File: config.mk
export PLATFORM = sky130hd
export DESIGN_NAME = pair_accum_stage
export DESIGN_NICKNAME = d
export VERILOG_FILES = /design/src/rtl/pair_accum_stage.sv
export SDC_FILE = /design/constraint.sdc
export NUM_CORES = 1
export LEC_CHECK = 0
export ABC_AREA = 1
export ABC_CLOCK_PERIOD_IN_PS = 3200
export BUFFER_PORTS_ARGS = -buffer_cell sky130_fd_sc_hd__buf_4
export CAP_MARGIN = 0
export CORE_MARGIN = 2
export CORE_UTILIZATION = 40
export DETAILED_ROUTE_END_ITERATION = 12
export GPL_ROUTABILITY_DRIVEN = 0
export PLACE_DENSITY = 0.69
export SYNTH_ARGS = -nofsm -noshare
export SYNTH_HDL_FRONTEND = slang
export SYNTH_SLANG_ARGS = --single-unit
File: constraint.sdc
create_clock -name clk -period 3.2 [get_ports clk]
set_input_delay 0.16 -clock clk [delete_from_list [all_inputs] [get_ports clk]]
set_output_delay 0.16 -clock clk [all_outputs]
set_load 0.005 [all_outputs]
File: src/rtl/pair_accum_stage.sv
// pair_accum_stage: consumer for a dual-output datapath stage.
// Incoming (a, b) result pairs are buffered in a small FIFO. N pairs are
// accumulated into one batch: the sum of a+b and the count of pairs with
// a == b. Each completed batch is presented on a valid/ready port.
//
// Ports:
//   clk          rising-edge clock
//   rst_n        asynchronous reset, active low
//   in_valid_i   in_a_i/in_b_i hold a valid pair
//   in_ready_o   FIFO can accept a pair (FIFO not full)
//   in_a_i       first operand, W bits
//   in_b_i       second operand, W bits
//   out_valid_o  batch result available
//   out_ready_i  consumer accepts the result
//   out_sum_o    sum of a+b over the batch, W+4 bits
//   out_eq_o     number of pairs in the batch with a == b
module pair_accum_stage #(
  parameter int unsigned W     = 4,
  parameter int unsigned N     = 5,
  parameter int unsigned DEPTH = 2
) (
  input  logic         clk,
  input  logic         rst_n,
  input  logic         in_valid_i,
  output logic         in_ready_o,
  input  logic [W-1:0] in_a_i,
  input  logic [W-1:0] in_b_i,
  output logic         out_valid_o,
  input  logic         out_ready_i,
  output logic [W+3:0] out_sum_o,
  output logic [3:0]   out_eq_o
);

  localparam int unsigned PtrW = (DEPTH > 1) ? $clog2(DEPTH) : 1;
  localparam int unsigned OccW = $clog2(DEPTH + 1);
  localparam int unsigned CntW = (N > 1) ? $clog2(N + 1) : 1;

  typedef enum logic [0:0] {StAcc, StDone} state_e;

  // FIFO storage and bookkeeping
  logic [W-1:0]    mem_a_q [DEPTH];
  logic [W-1:0]    mem_b_q [DEPTH];
  logic [PtrW-1:0] wr_ptr_q, wr_ptr_d;
  logic [PtrW-1:0] rd_ptr_q, rd_ptr_d;
  logic [OccW-1:0] occ_q, occ_d;

  // Batch accumulation and result registers
  state_e          state_q, state_d;
  logic [CntW-1:0] cnt_q, cnt_d;
  logic [W+3:0]    acc_sum_q, acc_sum_d;
  logic [3:0]      acc_eq_q, acc_eq_d;
  logic [W+3:0]    res_sum_q, res_sum_d;
  logic [3:0]      res_eq_q, res_eq_d;

  logic            push, pop, fifo_empty;
  logic [W-1:0]    head_a, head_b;
  logic [W+3:0]    pair_sum, sum_nx;
  logic [3:0]      eq_nx;

  assign fifo_empty = (occ_q == '0);
  assign in_ready_o = (occ_q != OccW'(DEPTH));
  assign push       = in_valid_i && in_ready_o;

  assign head_a   = mem_a_q[rd_ptr_q];
  assign head_b   = mem_b_q[rd_ptr_q];
  assign pair_sum = {4'b0000, head_a} + {4'b0000, head_b};
  assign sum_nx   = acc_sum_q + pair_sum;
  assign eq_nx    = acc_eq_q + {3'b000, (head_a == head_b)};

  // Pointers wrap naturally because DEPTH is a power of two.
  always_comb begin
    wr_ptr_d = wr_ptr_q;
    rd_ptr_d = rd_ptr_q;
    occ_d    = occ_q;
    if (push) wr_ptr_d = wr_ptr_q + PtrW'(1);
    if (pop)  rd_ptr_d = rd_ptr_q + PtrW'(1);
    unique case ({push, pop})
      2'b10:   occ_d = occ_q + OccW'(1);
      2'b01:   occ_d = occ_q - OccW'(1);
      default: occ_d = occ_q;
    endcase
  end

  always_comb begin
    state_d   = state_q;
    cnt_d     = cnt_q;
    acc_sum_d = acc_sum_q;
    acc_eq_d  = acc_eq_q;
    res_sum_d = res_sum_q;
    res_eq_d  = res_eq_q;
    pop       = 1'b0;
    unique case (state_q)
      StAcc: begin
        if (!fifo_empty) begin
          pop = 1'b1;
          if (cnt_q == CntW'(N - 1)) begin
            // Last pair of the batch: latch the result, restart accumulation.
            res_sum_d = sum_nx;
            res_eq_d  = eq_nx;
            acc_sum_d = '0;
            acc_eq_d  = '0;
            cnt_d     = '0;
            state_d   = StDone;
          end else begin
            acc_sum_d = sum_nx;
            acc_eq_d  = eq_nx;
            cnt_d     = cnt_q + CntW'(1);
          end
        end
      end
      StDone: begin
        if (out_ready_i) begin
          acc_sum_d = '0;
          acc_eq_d  = '0;
          state_d   = StAcc;
        end
      end
      default: state_d = StAcc;
    endcase
  end

  always_ff @(posedge clk or negedge rst_n) begin
    if (!rst_n) begin
      wr_ptr_q  <= '0;
      rd_ptr_q  <= '0;
      occ_q     <= '0;
      state_q   <= StAcc;
      cnt_q     <= '0;
      acc_sum_q <= '0;
      acc_eq_q  <= '0;
      res_sum_q <= '0;
      res_eq_q  <= '0;
    end else begin
      wr_ptr_q  <= wr_ptr_d;
      rd_ptr_q  <= rd_ptr_d;
      occ_q     <= occ_d;
      state_q   <= state_d;
      cnt_q     <= cnt_d;
      acc_sum_q <= acc_sum_d;
      acc_eq_q  <= acc_eq_d;
      res_sum_q <= res_sum_d;
      res_eq_q  <= res_eq_d;
    end
  end

  // Payload storage needs no reset; occupancy alone decides what is valid.
  always_ff @(posedge clk) begin
    if (push) begin
      mem_a_q[wr_ptr_q] <= in_a_i;
      mem_b_q[wr_ptr_q] <= in_b_i;
    end
  end

  assign out_valid_o = (state_q == StDone);
  assign out_sum_o   = res_sum_q;
  assign out_eq_o    = res_eq_q;

  a_eq_bound : assert property (@(posedge clk) disable iff (!rst_n)
    32'(out_eq_o) <= N);
  a_occ_bound : assert property (@(posedge clk) disable iff (!rst_n)
    32'(occ_q) <= DEPTH);
  a_valid_done : assert property (@(posedge clk) disable iff (!rst_n)
    out_valid_o |-> (state_q == StDone));
  a_sum_stable : assert property (@(posedge clk) disable iff (!rst_n)
    (out_valid_o && !out_ready_i) |=> $stable(out_sum_o));

endmodule

## After elaboration in Yosys (flattened, before gate mapping)

Memory sizes are Yosys's and may differ from the RTL's.
Cells that the tools add are included.
Widths: inputs -> output; s select.

- Memory bits (writable): 16
- Flip-flop bits (word level): 32
- Bits of input ports: 12
- Memories kept: 2

- Reductions and logical operators: 6
- Equal/unequal tests: 7
- Muxes and demuxes: 18
- Bitwise logic cells: 2
- Add/sub/neg operators: 8

Memories:

| name | words | width | read ports | clocked after memory_dff | write ports | line | RTL |
|---|---|---|---|---|---|---|---|
| mem_a_q | 2 | 4 | 1 | 0 | 1 | 41 | `logic [W-1:0] mem_a_q [DEPTH];` |
| mem_b_q | 2 | 4 | 1 | 0 | 1 | 42 | `logic [W-1:0] mem_b_q [DEPTH];` |

Operators by type and width:

| operator | number |
|---|---|
| $mux 8 | 3 |
| $pmux 8 s2 | 1 |
| $mux 4 | 3 |
| $add 8x5->8 | 1 |
| $pmux 4 s2 | 1 |
| $mux 1 | 7 |
| $ne 2x2->1 const B | 3 |
| $add 4x4->5 | 1 |
| $add 4x1->4 | 1 |
| $eq 4x4->1 | 1 |
| $pmux 2 s2 | 1 |
| $reduce_and 2->1 | 2 |
| $add 3x1->3 const B | 1 |
| $eq 3x3->1 const B | 1 |
| $mux 3 | 1 |
| $reduce_and 3->1 | 1 |
| $add 1x1->1 const B | 2 |
| $add 2x1->2 const B | 1 |
| $eq 2x1->1 const B | 1 |
| $eq 2x2->1 const B | 1 |
| $logic_not 2->1 | 1 |
| $not 1->1 | 2 |
| $pmux 1 s2 | 1 |
| $reduce_bool 2->1 | 1 |
| 2 further kinds | 2 |

## Depth between registers and ports, before layout

Gate-level depths: netlist of run 1.
An unclocked memory read counts as a cell.

- Depth in word-level cells: 6
- Depth in mapped cells: 14
- Depth with buffers taken out: 14

## Worst setup path after synthesis of run 1

No wires, ideal clock.

- Path kind: register -> register
- Start point: register rd_ptr_q
- End point: register acc_sum_q[7]
- Stages on the path, launching flop included: 13
- Setup slack: 0.722 ns
- Required time: 3.083 ns
- Arrival time: 2.360 ns
- Path buffers: 1
- Clock period less this slack: 2.478 ns
- Cells stage by stage: dfrtp_1 buf_2 o21ai_0 inv_1 fa_1 ha_1 inv_1 fa_1 nand3b_1 nand2_1 nand3_1 nand3_1 nand2_1

- Cells in the longest elaborated chain, start to end: 6
- Elaborated cells between the ends (all ways): 7
- Classes of those cells: add/sub (2); mux (3); memory (2)

RTL lines:

| item | line | RTL |
|---|---|---|
| start, declared | 44 | `logic [PtrW-1:0] rd_ptr_q, rd_ptr_d;` |
| start signal, assigned | 135 | `rd_ptr_q <= rd_ptr_d;` |
| $mem_v2 2x4, on equally long branches | -- |  |
| $add 4x4->5 * | 66 | `assign pair_sum = {4'b0000, head_a} + {4'b0000, head_b};` |
| $add 8x5->8 * | 67 | `assign sum_nx = acc_sum_q + pair_sum;` |
| $mux 8 * | 96 | `if (cnt_q == CntW'(N - 1)) begin` |
| $mux 8 * | 94 | `if (!fifo_empty) begin` |
| $pmux 8 s2 * | 92 | `unique case (state_q)` |
| end signal, assigned | 139 | `acc_sum_q <= acc_sum_d;` |
| end, declared | 50 | `logic [W+3:0] acc_sum_q, acc_sum_d;` |

Mark *: on every way between the ends. The rest lies on a longest branch, timed or not. The select of a mux whose other input is x is not followed.
A chain may end at the register's enable or synchronous reset.

## Worst setup path in the final report of run 1

- Start point: register rd_ptr_q
- End point: register res_sum_q[7] (netlist: out_sum_o[7])

- Cells in the longest elaborated chain, start to end: 3
- Elaborated cells between the ends (all ways): 4
- Classes of those cells: add/sub (2); memory (2)

RTL lines:

| item | line | RTL |
|---|---|---|
| $mem_v2 2x4, on equally long branches | -- |  |
| $add 4x4->5 * | 66 |  |
| $add 8x5->8 * | 67 |  |
| end signal, assigned | 141 | `res_sum_q <= res_sum_d;` |
| end, declared | 52 | `logic [W+3:0] res_sum_q, res_sum_d;` |

Mark *: on every way between the ends. The rest lies on a longest branch, timed or not.

==> impl_metrics.csv, run 1 <==
group,metric,value,unit
clocking,cts_tree,"yes",
clocking,clock_path_buffers,2,
logic_synthesis,synth-edff-count,16,
logic_synthesis,async_flop_share,0.6667,
route,drtAntennaViolNets,0,
global_route,met3_usage,0.03167,
floorplanning,io_pins,26,
logic_synthesis,synth-simple-area-share,0.1774,
finish,layout.nets,298,
logic_synthesis,synth_top_area_frac,0.3473,
sta,clock.fmax,367.0,MHz
sta,tns,0,ns
floorplanning,fp.coreArea,0.005540,sq mm
worst_setup_path,cp-start-kind,"flip-flop",
route,via_count,1641,
power,total_power,3040,uW
logic_synthesis,yosysSeqAreaShare,0.5556,
logic_synthesis,yosys.area.top_type,"dfrtp_1",
clocking,htree_levels,2,
logic_synthesis,ys_top_cells_by_area,"dfrtp_1, edfxtp_1, nand2_1, inv_1, ha_1",
clocking,ctsResizeCount,0,
status,outcome,"completed",
logic_synthesis,synthFlopType,"dfrtp_1",
worst_setup_path,crit_type,"reg2reg",
clocking,clk_pin_slew,0.08,ns
floorplanning,start_util,0.4162,
global_route,grt_antenna_before_repair,0,
placement,dp_hpwl,2990,um
route,wl_per_cell,11.88,um
logic_synthesis,synthMuxAreaShare,0,
placement,place_inst,336,
logic_synthesis,synth_most_common_cell,"nand2_1",
power,seq_power_share,0.344,
power,ir_drop,566.2,uV
global_route,met2_usage,0.2492,
global_route,track_usage,0.1464,
floorplanning,die_h,79.93,um
floorplanning,rows,27,
sta,post-route-period-util,0.8515,
worst_setup_path,cp-end-kind,"flip-flop",
worst_setup_path,cp.required,3.39,ns
global_route,grt_pass1_vias,1686,
logic_synthesis,synth_cells,242,
logic_synthesis,synth_compound_area_frac,0.08085,
finish,insertedDiodeCount,0,
logic_synthesis,ys_ff_latch,48,
job,max_cap_violations,0,
global_route,grt_pass1_wl,7279,um
power,power.switching,1339,uW
sta,rsz0062_at_grt,"false",
logic_synthesis,avgSynthCellArea,9.529,sq um
sta,hold_viol,0,
global_route,grtUsageMet1,0.1835,
floorplanning,die_w,79.93,um
sta,fin_ws,0.4751,ns
logic_synthesis,synth_xor_area_frac,0.02279,
finish,stdcell_count,345,
clocking,cts.sinks,48,
logic_synthesis,synth.distinct_cells,22,
route,drc,0,
clocking,clock_latency,0.29,ns
clocking,root_buffer,"clkbuf_8",
placement,io_buffers,25,
min_path,hp-class,"in2reg",
logic_synthesis,synth_warnings,0,
clocking,cts_buffers,5,
route,drt_pass1_iterations,4,
sta,fin_crit,2.725,ns
global_route,top_usage_layer,"met2",
worst_setup_path,worstPathArrival,2.91,ns
floorplanning,die_area,0.006388,sq mm
route,finalWirelength,4100,um
logic_synthesis,synth_commonest_cells,"nand2_1, inv_1, dfrtp_1",
sta,relSlewSlack,0.4914,
sta,fin_skew,0.002831,ns
power,p_leak,0.001313,uW
power,p_comb_frac,0.543,
global_route,grt_max_degree,33,
route,drtIter0Drc,81,
sta,worstMarginPinSlew,0.7601,ns
logic_synthesis,synthAdderAreaFrac,0.09224,
finish,drive_gt1_frac,0.1319,
placement,place_ws,0.4925,ns
worst_setup_path,path_max_fanout,13,
clocking,post_cts_buffers,0,
global_route,grt_overflow,0,
finish,syn2layout_area_growth,15.25,%
sta,setup_viol,0,
route,viasPerCell,4.757,
logic_synthesis,netlist_area,0.002306,sq mm
logic_synthesis,synth_top_family_by_area,"simple AND/OR/NAND/NOR gates",
power,p_int,1700,uW
logic_synthesis,syn-num-nets,268,
power,switching_share,0.4406,
power,power.share.clock,0.113,
sta,slew_violations,0,
power,power_density,1144,mW/mm^2
[layout by cell type (no fill, tap or decap), drive strengths merged, types with 4 or more instances in the layout]
cell and instances:
a21oi 4, buf 25, clkbuf 7, dfrtp 32, edfxtp 16, fa 5, ha 9, inv 39
nand2 72, nand3 16, nor2 8, o21ai 28, xnor2 4
[state kept, by name, summed over array words and instances (netlist names)]
register and cells:
wr_ptr_q 1, mem_b_q 8, occ_q 2, rd_ptr_q 1
cnt_q 3, acc_eq_q 4, out_valid_o 1, acc_sum_q 8
out_sum_o 8, mem_a_q 8, out_eq_o 4
[cells by family after synthesis]
logic type               Yosys count
flip-flops                        48
AND/OR/NAND/NOR                   98
buffers and inverters             42
AO/OA/AOI/OAI                     34
XOR/XNOR                           6
adder cells (fa/ha/maj)           14
[repair_timing]
item / CTS / global route
hold buffers: 1 / 0
hold endpoints to repair: 32 / 0
endpoints found under the setup margin: 0 / 0
[final timing paths]
| check | slack (ns) | to | startpoint | cells after the start |
|---|---|---|---|---|
| worst min-delay path | 0.05 | mem_b_q[1][1]$_DFFE_PP_ | in_b_i[1] | 1 |
| worst min register to register | 0.48 | cnt_q[2]$_DFFE_PN0P_ | cnt_q[2]$_DFFE_PN0P_ | 1 |
| worst max-delay path | 0.48 | out_sum_o[7]$_DFFE_PN0P_ | rd_ptr_q$_DFFE_PN0P_ | 11 |
| min in group asynchronous | 0.34 | acc_sum_q[0]$_DFFE_PN0P_ | rst_n | 2 |
| worst max register to register | 0.48 | out_sum_o[7]$_DFFE_PN0P_ | rd_ptr_q$_DFFE_PN0P_ | 11 |
| max in group asynchronous | 2.55 | cnt_q[2]$_DFFE_PN0P_ | rst_n | 2 |
[area by class of cell]
| class | count | area [sq um] |
|---|---|---|
| Clock inverter | 1 | 5.005 |
| Sequential cell | 48 | 1281 |
| Clock buffer | 7 | 76.32 |
| Fill cell | 538 | 2883 |
| Inverter | 39 | 146.4 |
| Multi-Input combinational cell | 152 | 860.8 |
| Tap cell | 72 | 90.09 |
| Timing Repair Buffer | 26 | 197.7 |
[worst max-delay path, cell delays in order, from the launching register on]
cell      delay, ns
dfrtp_1        0.51
o21ai_0        0.29
inv_1          0.11
fa_1           0.52
ha_1           0.17
inv_1          0.05
fa_1           0.39
nand3b_1       0.20
nand2_1        0.12
nand3_1        0.10
nand3_1        0.09
nand2_1        0.05
[stage by stage]
stage          hold WS, ns  cell area (sq um)    util
3_5_place_dp        0.1383               2566  0.4632
5_1_grt            0.03153               2658  0.4797
4_1_cts            0.04001               2658  0.4797
6_report           0.04682               2658  0.4797
2_1_floorplan      -0.1356               2306       -
3_3_place_gp        0.1314               2566  0.4632
[routing by layer]
layer	vias to the layer above	wire length [um]	part of all wire
met5	-	0	0
met4	0	61	0.015
met3	5	145	0.035
met2	29	1923	0.47
met1	777	1969	0.48
li1	830	-	-
[power by group through the flow]
stage	clock network [uW]	registers, uW	logic, uW
floorplan	0	1020	1240
global placement	0	1050	1600
detailed placement	0	1060	1670
CTS	355	1050	1680
global route	381	1080	1940
finish	343	1050	1650
No activity file was read; power rests on OpenSTA's default activity.
==> run 2: changes to the inputs <==
--- a/config.mk
+++ b/config.mk
@@ -6,14 +6,14 @@
 export NUM_CORES = 1
 export LEC_CHECK = 0
 export ABC_AREA = 1
-export ABC_CLOCK_PERIOD_IN_PS = 3200
 export BUFFER_PORTS_ARGS = -buffer_cell sky130_fd_sc_hd__buf_4
 export CAP_MARGIN = 0
 export CORE_MARGIN = 2
-export CORE_UTILIZATION = 40
+export CORE_UTILIZATION = 60
+export CTS_BUF_LIST = sky130_fd_sc_hd__clkbuf_2
 export DETAILED_ROUTE_END_ITERATION = 12
 export GPL_ROUTABILITY_DRIVEN = 0
-export PLACE_DENSITY = 0.69
+export PLACE_DENSITY = 0.92
 export SYNTH_ARGS = -nofsm -noshare
 export SYNTH_HDL_FRONTEND = slang
 export SYNTH_SLANG_ARGS = --single-unit
==> run 2 against run 1 <==
Net effect:
- clock power shrank 6.4%
- cell count shrank 4.1%
- global-route usage grew 7.9 points
- via count grew 4.0%
- combinational power is essentially flat
- critical path type unchanged
- highest routed layer unchanged
==> impl_metrics.csv, run 2 (synthesis gave the netlist of run 1 again) <==
group,metric,value,unit
sta,slew_violations,0,
clocking,htree_levels,2,
global_route,grt_max_degree,33,
route,drc,0,
power,ir_drop,825.4,uV
sta,fin_skew,0.03877,ns
placement,place_inst,312,
worst_setup_path,cp-end-kind,"flip-flop",
power,p_comb_frac,0.549,
clocking,clk_pin_slew,0.26,ns
power,switching_share,0.4441,
status,outcome,"completed",
finish,layout_commonest_cell,"nand2_1",
finish,syn2layout_area_growth,17.69,%
finish,drive_gt1_frac,0.1343,
worst_setup_path,worstPathCellList,"o21ai_0 -> inv_1 -> fa_1 -> ha_1 -> inv_1 -> fa_1 -> nand3b_1 -> nand2_1 -> nand3_1 -> nand3_1 -> nand2_1",
clocking,root_buffer,"clkbuf_2",
floorplanning,start_util,0.6252,
route,drtAntennaViolNets,0,
worst_setup_path,cp.required,3.57,ns
power,seq_power_share,0.345,
worst_setup_path,rr_worst_depth,11,
worst_setup_path,slowest_delay,0.55,ns
global_route,grt_overflow,0,
finish,stdcell_count,331,
clocking,cts_tree,"yes",
job,max_cap_violations,0,
sta,worstMarginPinSlew,0.7790,ns
floorplanning,rows,22,
route,via_count,1707,
power,p_leak,0.001352,uW
floorplanning,die_w,66.00,um
finish,area.sequential,0.001281,sq mm
worst_setup_path,path_max_fanout,13,
finish,fill_cells,272,
finish,multi_input_area,860.8,sq um
clocking,post_cts_buffers,0,
sta,clock.fmax,373.8,MHz
route,wl_per_cell,12.80,um
sta,rsz0062_at_grt,"false",
placement,io_buffers,25,
sta,tns,0,ns
clocking,cts_buffers,5,
sta,fin_crit,2.675,ns
finish,insertedDiodeCount,0,
clocking,cts.sinks,48,
route,viasPerCell,5.157,
route,drtIter0Drc,117,
floorplanning,die_area,0.004355,sq mm
floorplanning,fp.coreArea,0.003689,sq mm
power,power.switching,1348,uW
global_route,grt_pass1_vias,1665,
route,finalWirelength,4238,um
global_route,grt_antenna_before_repair,0,
power,power.share.clock,0.106,
global_route,track_usage,0.2256,
clocking,clock_path_buffers,2,
worst_setup_path,slowest_stage,"dfrtp_1",
power,power_density,1118,mW/mm^2
worst_setup_path,crit_type,"reg2reg",
clocking,clock_latency,0.44,ns
sta,setup_viol,0,
worst_setup_path,worstPathArrival,3.05,ns
worst_setup_path,cp-start-kind,"flip-flop",
sta,hold_viol,0,
placement,dp_hpwl,2997,um
sta,relSlewSlack,0.4788,
finish,final_cell_mix,"nand2_1, inv_1, dfrtp_1",
route,drt_pass1_iterations,6,
finish,layout.nets,308,
power,p_int,1687,uW
min_path,hp-class,"in2async",
sta,post-route-period-util,0.8360,
floorplanning,io_pins,26,
floorplanning,die_h,66.00,um
global_route,grt_pass1_wl,7231,um
run 2: cell types whose count changed in the layout (fill, tap and decap cells not counted), sizes merged:
cell / change
bufinv: +1
clkbuf: -2
clkinvlp: +1
dlygate4sd3: +10
run 2: worst max-delay path, delay by kind of cell, from the launching register on:
kind	cells	cell delay, ns
buffers and inverters	2	0.18
and+or+nand+nor	5	0.57
DFF	1	0.55
AOI/OAI and AO/OA	1	0.31
adders and majority gates	3	1.05
run 2: area by class of cell:
type | count | area share
Tap cell | 48 | 0.02213
Timing Repair Buffer | 36 | 0.1097
Clock inverter | 3 | 0.01568
Sequential cell | 48 | 0.4721
Multi-Input combinational cell | 152 | 0.3172
Inverter | 39 | 0.05394
Clock buffer | 5 | 0.009221
run 2: power groups by stage:
| stage | clock (uW) | sequential, uW | combinational [uW] |
|---|---|---|---|
| after floorplan | 0 | 1020 | 1240 |
| after global placement | 0 | 1050 | 1560 |
| after detailed placement | 0 | 1060 | 1660 |
| after CTS | 327 | 1050 | 1680 |
| after global routing | 352 | 1080 | 1960 |
| final | 321 | 1050 | 1670 |
run 2: final timing paths:
kind                                       from                  endpoint  slack (ns)
setup reg to reg           rd_ptr_q$_DFFE_PN0P_  acc_sum_q[7]$_DFFE_PN0P_        0.52
setup / recovery           rd_ptr_q$_DFFE_PN0P_  acc_sum_q[7]$_DFFE_PN0P_        0.52
hold reg to reg            cnt_q[2]$_DFFE_PN0P_      cnt_q[2]$_DFFE_PN0P_        0.50
hold / removal                            rst_n  out_sum_o[1]$_DFFE_PN0P_        0.14
min in group clk                      in_a_i[1]   mem_a_q[1][1]$_DFFE_PP_        0.46
max in group asynchronous                 rst_n      rd_ptr_q$_DFFE_PN0P_        2.71
run 2: metrics by stage:
stage / total power [uW] / worst slack (ns) / area, sq um / utilization / hold WS, ns
4_1_cts: 3054 / 0.4926 / 2714 / 0.7358 / 0.1509
2_1_floorplan: 2266 / 0.7223 / 2306 / - / -0.1356
5_1_grt: 3394 / 0.2915 / 2714 / 0.7358 / 0.1675
6_report: 3034 / 0.5247 / 2714 / 0.7358 / 0.1450
3_3_place_gp: 2608 / 0.6443 / 2536 / 0.6876 / 0.1160
3_5_place_dp: 2719 / 0.4835 / 2536 / 0.6876 / 0.1228
run 2: repair_timing:
item | CTS | global route
gates resized for setup | 0 | 0
hold buffers | 11 | 0
endpoints found under the hold margin | 50 | 0
run 2: metal layers:
metal  global-route usage  up-vias  share of wire  routed length (um)
met5                    0        -              0                   0
met4              0.08929        0          0.023                  98
met3              0.05451       11          0.051                 215
met2               0.3788       49           0.48                2050
met1               0.2816      799           0.44                1874
li1                     -      848              -                   -
